===== config.mk =====
export PLATFORM = sky130hd
export DESIGN_NAME = apb2axi_rsp_collector
export DESIGN_NICKNAME = d
export VERILOG_FILES = /design/src/rtl/apb2axi_rsp_collector.sv
export SDC_FILE = /design/constraint.sdc
export NUM_CORES = 1
export LEC_CHECK = 0
export CORE_MARGIN = 2
export CORE_UTILIZATION = 55
export DETAILED_ROUTE_END_ITERATION = 7
export PLACE_DENSITY_LB_ADDON = 0.12
export SYNTH_ARGS = -nofsm -noshare
export SYNTH_HDL_FRONTEND = slang
export SYNTH_SLANG_ARGS = --single-unit

===== constraint.sdc =====
create_clock -name clk -period 3.59 [get_ports clk]
set_input_delay 0.718 -clock clk [delete_from_list [all_inputs] [get_ports clk]]
set_output_delay 0.718 -clock clk [all_outputs]
set_load 0.01 [all_outputs]

===== src/rtl/apb2axi_rsp_collector.sv =====
// AXI R-channel collector: pushes beats to the data FIFO and one completion per burst.
// Latency: accepted beat visible on dat_vld next cycle; completion follows the last dat handshake.
// Backpressure: 2-entry skid; rready drops when skid is full or a completion is pending.
// Option APB2AXI_RSP_PARITY_EN prepends an even-parity bit to dat_data.
module apb2axi_rsp_collector #(
    parameter int DATA_W    = 32,
    parameter int ID_W      = 4,
    parameter int MAX_BEATS = 16
) (
    input  logic                                   clk,
    input  logic                                   resetn,
    input  logic                                   rvalid,
    output logic                                   rready,
    input  logic [DATA_W-1:0]                      rdata,
    input  logic [1:0]                             rresp,
    input  logic                                   rlast,
    input  logic [ID_W-1:0]                        rid,
    output logic                                   dat_vld,
    input  logic                                   dat_rdy,
`ifdef APB2AXI_RSP_PARITY_EN
    output logic [DATA_W+2:0]                      dat_data,
`else
    output logic [DATA_W+1:0]                      dat_data,
`endif
    output logic                                   cpl_vld,
    input  logic                                   cpl_rdy,
    output logic [ID_W+$clog2(MAX_BEATS+1)+3:0]    cpl_data,
    output logic [1:0]                             err_sticky
);
    localparam int CNT_W = $clog2(MAX_BEATS+1);
`ifdef APB2AXI_RSP_PARITY_EN
    localparam int DW = DATA_W + 3;
`else
    localparam int DW = DATA_W + 2;
`endif

    typedef enum logic [1:0] {IDLE, COLLECT, DRAIN, CPL_WAIT} state_t;

    state_t            state;
    logic              rdy_en;
    logic [ID_W-1:0]   id;
    logic [CNT_W-1:0]  beat_cnt;
    logic [1:0]        resp_acc;
    logic              err_id, err_ovr;
    logic              err_id_seen, err_ovr_seen;
    logic [DW-1:0]     skid_head, skid_tail;
    logic [1:0]        skid_cnt;
    logic [DW-1:0]     beat_dat;
    logic              accept, push, pop;

    // Severity rank: EXOKAY lowest, then OKAY, SLVERR, DECERR.
    function automatic logic [1:0] sev(input logic [1:0] r);
        case (r)
            2'd0:    sev = 2'd1;
            2'd1:    sev = 2'd0;
            default: sev = r;
        endcase
    endfunction

    function automatic logic [1:0] merge(input logic [1:0] a, input logic [1:0] b);
        merge = (sev(b) > sev(a)) ? b : a;
    endfunction

`ifdef APB2AXI_RSP_PARITY_EN
    assign beat_dat = {^{rresp, rdata}, rresp, rdata};
`else
    assign beat_dat = {rresp, rdata};
`endif

    assign rready     = rdy_en && (skid_cnt != 2'd2) && (state != CPL_WAIT);
    assign accept     = rvalid && rready;
    assign push       = accept && (state != DRAIN);
    assign pop        = dat_vld && dat_rdy;
    assign dat_vld    = (skid_cnt != 2'd0);
    assign dat_data   = skid_head;
    assign err_sticky = {err_id_seen, err_ovr_seen};

    always_ff @(posedge clk or negedge resetn) begin
        if (!resetn) begin
            skid_head <= '0;
            skid_tail <= '0;
            skid_cnt  <= 2'd0;
        end else begin
            case ({push, pop})
                2'b10: begin
                    if (skid_cnt == 2'd0) skid_head <= beat_dat;
                    else                  skid_tail <= beat_dat;
                    skid_cnt <= skid_cnt + 2'd1;
                end
                2'b01: begin
                    skid_head <= skid_tail;
                    skid_cnt  <= skid_cnt - 2'd1;
                end
                2'b11: begin
                    if (skid_cnt == 2'd1) begin
                        skid_head <= beat_dat;
                    end else begin
                        skid_head <= skid_tail;
                        skid_tail <= beat_dat;
                    end
                end
                default: ;
            endcase
        end
    end

    always_ff @(posedge clk or negedge resetn) begin
        if (!resetn) begin
            state        <= IDLE;
            rdy_en       <= 1'b0;
            id           <= '0;
            beat_cnt     <= '0;
            resp_acc     <= 2'd0;
            err_id       <= 1'b0;
            err_ovr      <= 1'b0;
            err_id_seen  <= 1'b0;
            err_ovr_seen <= 1'b0;
            cpl_vld      <= 1'b0;
            cpl_data     <= '0;
        end else begin
            rdy_en <= 1'b1;
            case (state)
                IDLE: if (accept) begin
                    id       <= rid;
                    beat_cnt <= CNT_W'(1);
                    resp_acc <= rresp;
                    err_id   <= 1'b0;
                    err_ovr  <= 1'b0;
                    state    <= rlast ? CPL_WAIT : COLLECT;
                end
                COLLECT: if (accept) begin
                    beat_cnt <= beat_cnt + CNT_W'(1);
                    resp_acc <= merge(resp_acc, rresp);
                    if (rid != id) begin
                        err_id      <= 1'b1;
                        err_id_seen <= 1'b1;
                    end
                    if (rlast) begin
                        state <= CPL_WAIT;
                    end else if (beat_cnt == CNT_W'(MAX_BEATS-1)) begin
                        err_ovr      <= 1'b1;
                        err_ovr_seen <= 1'b1;
                        state        <= DRAIN;
                    end
                end
                // Overflowed burst: swallow the tail so the slave can finish it.
                DRAIN: if (accept) begin
                    if (rid != id) begin
                        err_id      <= 1'b1;
                        err_id_seen <= 1'b1;
                    end
                    if (rlast) state <= CPL_WAIT;
                end
                CPL_WAIT: begin
                    if (cpl_vld) begin
                        if (cpl_rdy) begin
                            cpl_vld  <= 1'b0;
                            state    <= IDLE;
                            id       <= '0;
                            beat_cnt <= '0;
                            resp_acc <= 2'd0;
                            err_id   <= 1'b0;
                            err_ovr  <= 1'b0;
                        end
                    end else if (skid_cnt == 2'd0) begin
                        cpl_vld  <= 1'b1;
                        cpl_data <= {id, beat_cnt, resp_acc, err_id, err_ovr};
                    end
                end
                default: state <= IDLE;
            endcase
        end
    end
endmodule


* Yosys cells after proc, flatten, opt, wreduce, memory -nomap -nowiden
Cells that the tools add are included.
** Storage, ports and cells
- Register bits after elaboration :: 102
- Bits of input ports :: 44
** Cells by class
- $add $sub $neg :: 3
- $lt $le $gt $ge :: 1
- Equality and inequality tests :: 29
- Muxes and demuxes :: 49
- Bitwise logic cells :: 2
- Reductions and logical operators :: 27
** Operators with widths (count)
- $mux W34 :: 4
- $pmux W34 S3 :: 1
- $pmux W34 S2 :: 1
- $mux W2 :: 16
- $ne A2 B2 Y1 const B :: 15
- $mux W5 :: 4
- $pmux W5 S3 :: 1
- $reduce_and A7 Y1 :: 2
- $mux W4 :: 3
- $pmux W2 S2 :: 3
- $mux W1 :: 11
- $eq A2 B1 Y1 const B :: 5
- $reduce_and A5 Y1 :: 2
- $reduce_and A3 Y1 :: 3
- $eq A2 B2 Y1 const B :: 4
- $logic_not A2 Y1 :: 4
- $pmux W2 S4 :: 1
- $pmux W4 S2 :: 1
- $reduce_and A4 Y1 :: 2
- $reduce_bool A2 Y1 :: 4
- $pmux W1 S3 :: 2
- $pmux W2 S3 :: 1
- $reduce_and A6 Y1 :: 1
- $reduce_bool A3 Y1 :: 2
- other kinds (12) :: 18

* Longest topological paths before layout
- Word-level depth :: 10
- Mapped depth :: 11

* Least setup slack after synthesis
No wires, ideal clock.
- Path type :: register -> register
- Start :: register state[0]
- End :: register skid_tail[26]
- Setup time :: 0.125 ns
- Arrival time :: 2.227 ns
- Path slack :: 1.238 ns
- Stages on the path, launching flop included :: 9
- Cell sequence :: dfrtp_1 -> ha_1 -> nand4bb_4 -> nor2_1 -> ha_1 -> nand2_1 -> o211ai_2 -> clkbuf_1 -> mux2_2
** On the way
- Cells in the longest elaborated chain, start to end :: 7
- Elaborated cells between the ends (all ways) :: 12
- Those cells by class :: eq/ne: 6; mux: 1; reduce/logical: 5
** RTL lines
- from (decl) :: RTL line 39 : state_t state;
- from (signal assigned) :: RTL line 129 : state <= rlast ? CPL_WAIT : COLLECT;
- $ne A2 B2 Y1 :: RTL line 70 : assign rready = rdy_en && (skid_cnt != 2'd2) && (state != CPL_WAIT);
- $logic_and A1 B1 Y1 :: RTL line 70
- $logic_and A1 B1 Y1 :: RTL line 71 : assign accept = rvalid && rready;
- $logic_and A1 B1 Y1 (*) :: RTL line 72 : assign push = accept && (state != DRAIN);
- $eq A2 B2 Y1 :: RTL line 84 : case ({push, pop})
- $ne A2 B2 Y1 (no line) or $reduce_bool A2 Y1 (tied branches)
- $reduce_and A3 Y1 (no line)
- to (signal assigned) :: RTL line 87 : else skid_tail <= beat_dat;
- to (signal assigned) :: RTL line 99 : skid_tail <= beat_dat;
- to (decl) :: RTL line 46 : logic [DW-1:0] skid_head, skid_tail;
Mark *: on every way between the ends. The rest lies on a longest branch, timed or not.
A chain may end at the register's enable or synchronous reset.

* Worst setup path after layout
- Start :: register state[1]
- End :: register skid_tail[18]
The elaborated chain is that of the path after synthesis.

==> results.tsv <==
stage	metric	value	unit
synth	synth-simple-area-share	8.12	%
layout	final_cell_mix	102 x dfrtp_1, 94 x clkdlybuf4s50_1, 52 x nand2_1	
power_and_ir_drop	p_per_area	808	mW/mm2
routing	antenna_left	0	
timing	hold_viol	0	
synth	synth_area_per_cell	11.5	um2
die	io_pins	96	
timing	finalCritPeriodShare	80.3	%
synth	synth_top_family_by_area	compound AO/OA/AOI/OAI gates	
synth	synth_xor_area_share	1.14	%
synth	synth_top_area_cell	dfrtp_1	
hold_path	hold_class	in2async	
grt	grt_pass1_vias	3217	
synth	synth_ff_type	dfrtp_1	
worst_setup_path	r2r_end	skid_tail[18]$_DFFE_PN0P_	
synth	yosysSeqAreaShare	55.2	%
flow_run	maxCapViolCount	0	
grt	antenna_found_initial	0	
worst_setup_path	worst_r2r_path_depth	8	
layout	nFillCells	612	
routing	drt_wl_total	9.64	mm
worst_setup_path	crit_slowest_cell	dfrtp_1	
worst_setup_path	path_class	reg2reg	
routing	drc	0	
cts	clk_latency	0.36	ns
routing	wire_per_inst	16.1	um
grt	track_usage	22.3	%
layout	nets	553	
worst_setup_path	rrSetupSlack	0.71	ns
cts	h-tree-depth	3	
placed_design	post-place-ws	0.469	ns
power_and_ir_drop	peakVddDrop	422	uV
timing	slew_headroom	22.7	%
timing	fin_ws	0.709	ns
worst_setup_path	rr_startpoint	state[1]$_DFFE_PN0P_	
layout	fin_util	71.3	%
synth	async_flop_share	100	%
synth	synth_compound_area_share	15.3	%
synth	netlist.area_leader.share	55.2	%
worst_setup_path	arrival	3.14	ns
layout	syn_to_final_growth	26.0	%
die	placementRows	33	
cts	numClockSinks	102	
routing	drtPass1Iterations	5	
timing	max_freq	0.347	GHz
cts	cts_buffers	9	
timing	min_period	2.88	ns
synth	ys_seq_elements	102	
grt	grt_max_degree	69	
placed_design	gp_congestion	0.837	
cts	cts_buffer_depth	2	
worst_setup_path	crit_buf_inv	1	
worst_setup_path	crit_path_start_kind	register	
cts	cts_root_buffer	clkbuf_8	
routing	dr.first_iter.drc_count	138	
worst_setup_path	crit_required	3.85	ns
synth	syn_area	0.00462	mm2
cts	cts_setup_buffers	0	
cts	cts_resized	0	
synth	synth_fa_ha_area_share	5.41	%
synth	synth_edf_count	0	
worst_setup_path	endpoint_kind	register	
timing	tightest_slew	1.16	ns
die	die_h	95.7	um
timing	setup-tns-final	0	ns
synth	synthMuxAreaShare	11.1	%
worst_setup_path	cp_max_fo	36	
placed_design	dp_hpwl	6.58	mm
worst_setup_path	critPathLaunch	state[1]$_DFFE_PN0P_	
synth	netlist_instances	402	
worst_setup_path	cp_common_cell	ha_1	
timing	rsz0062_at_grt	false	
layout	final_common_cell	dfrtp_1	
grt	grt-ovfl-total	0	
placed_design	io_buffers	95	
cts	cts_tree	yes	
power_and_ir_drop	p_leak	2.55	nW
die	design.die.area	0.00916	mm2
run_status	status	completed	
die	initial_core_util	56.6	%
synth	synthTopCellsByArea	dfrtp_1 55%, mux2_2 10%, a22oi_1 5.5%	
layout	antenna_cells	0	
worst_setup_path	max_stage_delay	0.45	ns
power_and_ir_drop	finalPower	4.71	mW
timing	skew	0.00553	ns
layout	drive_above_1_share	13.4	%
synth	synth_fp_nets	466	
timing	slew_viol_final	0	
synth	ys_warn_count	0	
worst_setup_path	cp_top_family	simple AND/OR/NAND/NOR gates	
die	die_width	95.7	um
worst_setup_path	crit_chain	ha_1 > nand4bb_4 > nor2_1 > ha_1 > nand2_1 > o211ai_4 > buf_4 > mux2_2	
die	core	0.00818	mm2
cts	cts.clk_slew.worst_paths	0.10	ns
timing	setup_viol	0	
synth	synth.distinct_cells	45	
grt	grt_pass1_wl	15.8	mm
routing	vias	3305	
cts	hold_buffers	0	
routing	via_per_inst	5.53	
==> routing by layer <==
metal  vias up  part of all wire (%)  global-route usage, %
li1       1590                     -                      -
met4         0                   1.0                   6.90
met2        83                    50                   36.8
met1      1623                    44                   30.0
met5         -                     0                      0
met3         9                   4.9                   4.54
==> cell type report <==
| cell class | instances | area, um2 | share of cell area (%) |
|---|---|---|---|
| flip-flops and latches | 102 | 2550 | 43.8 |
| clock buffers | 9 | 124 | 2.13 |
| clock inverters | 6 | 47.5 | 0.816 |
| well taps | 105 | 131 | 2.25 |
| repair buffers | 99 | 991 | 17.0 |
| multi-input cells | 259 | 1910 | 32.8 |
| inverters | 18 | 67.6 | 1.16 |
==> state kept, by name, summed over array words and instances, names as in the netlist <==
signal and flops:
err_ovr_seen 1, state 2, dat_data 34, skid_cnt 2, err_id 1, resp_acc 2, skid_tail 34, err_id_seen 1
cpl_data 13, beat_cnt 5, id 4, rdy_en 1, cpl_vld 1, err_ovr 1
==> cell usage after synthesis, types with 2 or more instances <==
master      n
a22o_1      2
nor2_1      2
mux2i_1     4
nor3b_1     2
clkbuf_1   16
nor2b_1     4
a211oi_1    3
nand2b_1    2
inv_1      18
a22oi_1    34
o21ai_0    44
a21oi_1     3
nand3b_1    2
xnor2_1     6
dfrtp_1   102
buf_2       5
buf_4       2
nand2_1    52
o21ai_1     5
mux2_2     42
ha_1       20
nor3_1      2
nand3_1     4
o31ai_1     5
==> through the flow <==
step / cell area [um2] / std cells / hold slack [ns]
final: 5830 / 598 / 0.410
after global routing: 5830 / 598 / 0.494
after CTS: 5830 / 598 / 0.454
after detailed placement: 5660 / 583 / 0.470
after global placement: 5660 / 583 / 0.455
after floorplan: 4620 / 402 / 0.422
==> where the power goes <==
part           internal [mW]  switching, mW
clock                  0.252          0.401
combinational           1.09           1.00
sequential              1.65          0.309
==> cells by family after synthesis <==
| group | count (synthesis) |
|---|---|
| buffers and inverters | 41 |
| AOI/OAI and AO/OA | 109 |
| DFF | 102 |
| adders and majority gates | 20 |
| and+or+nand+nor | 77 |
| other | 1 |
| muxes | 46 |
| xor gates and xnor gates | 6 |
==> worst max-delay path by stage <==
stage                                endpoint  slack, ns  cells past startpoint
finish              skid_tail[18]$_DFFE_PN0P_       0.71                      8
floorplan           skid_tail[26]$_DFFE_PN0P_       1.24                      8
CTS                  skid_tail[5]$_DFFE_PN0P_       0.69                      8
detailed placement   skid_tail[9]$_DFFE_PN0P_       0.47                      8
global placement    skid_tail[20]$_DFFE_PN0P_       0.57                      8
global route        skid_tail[17]$_DFFE_PN0P_       0.50                      8
Power figures use the tool's default switching activity.
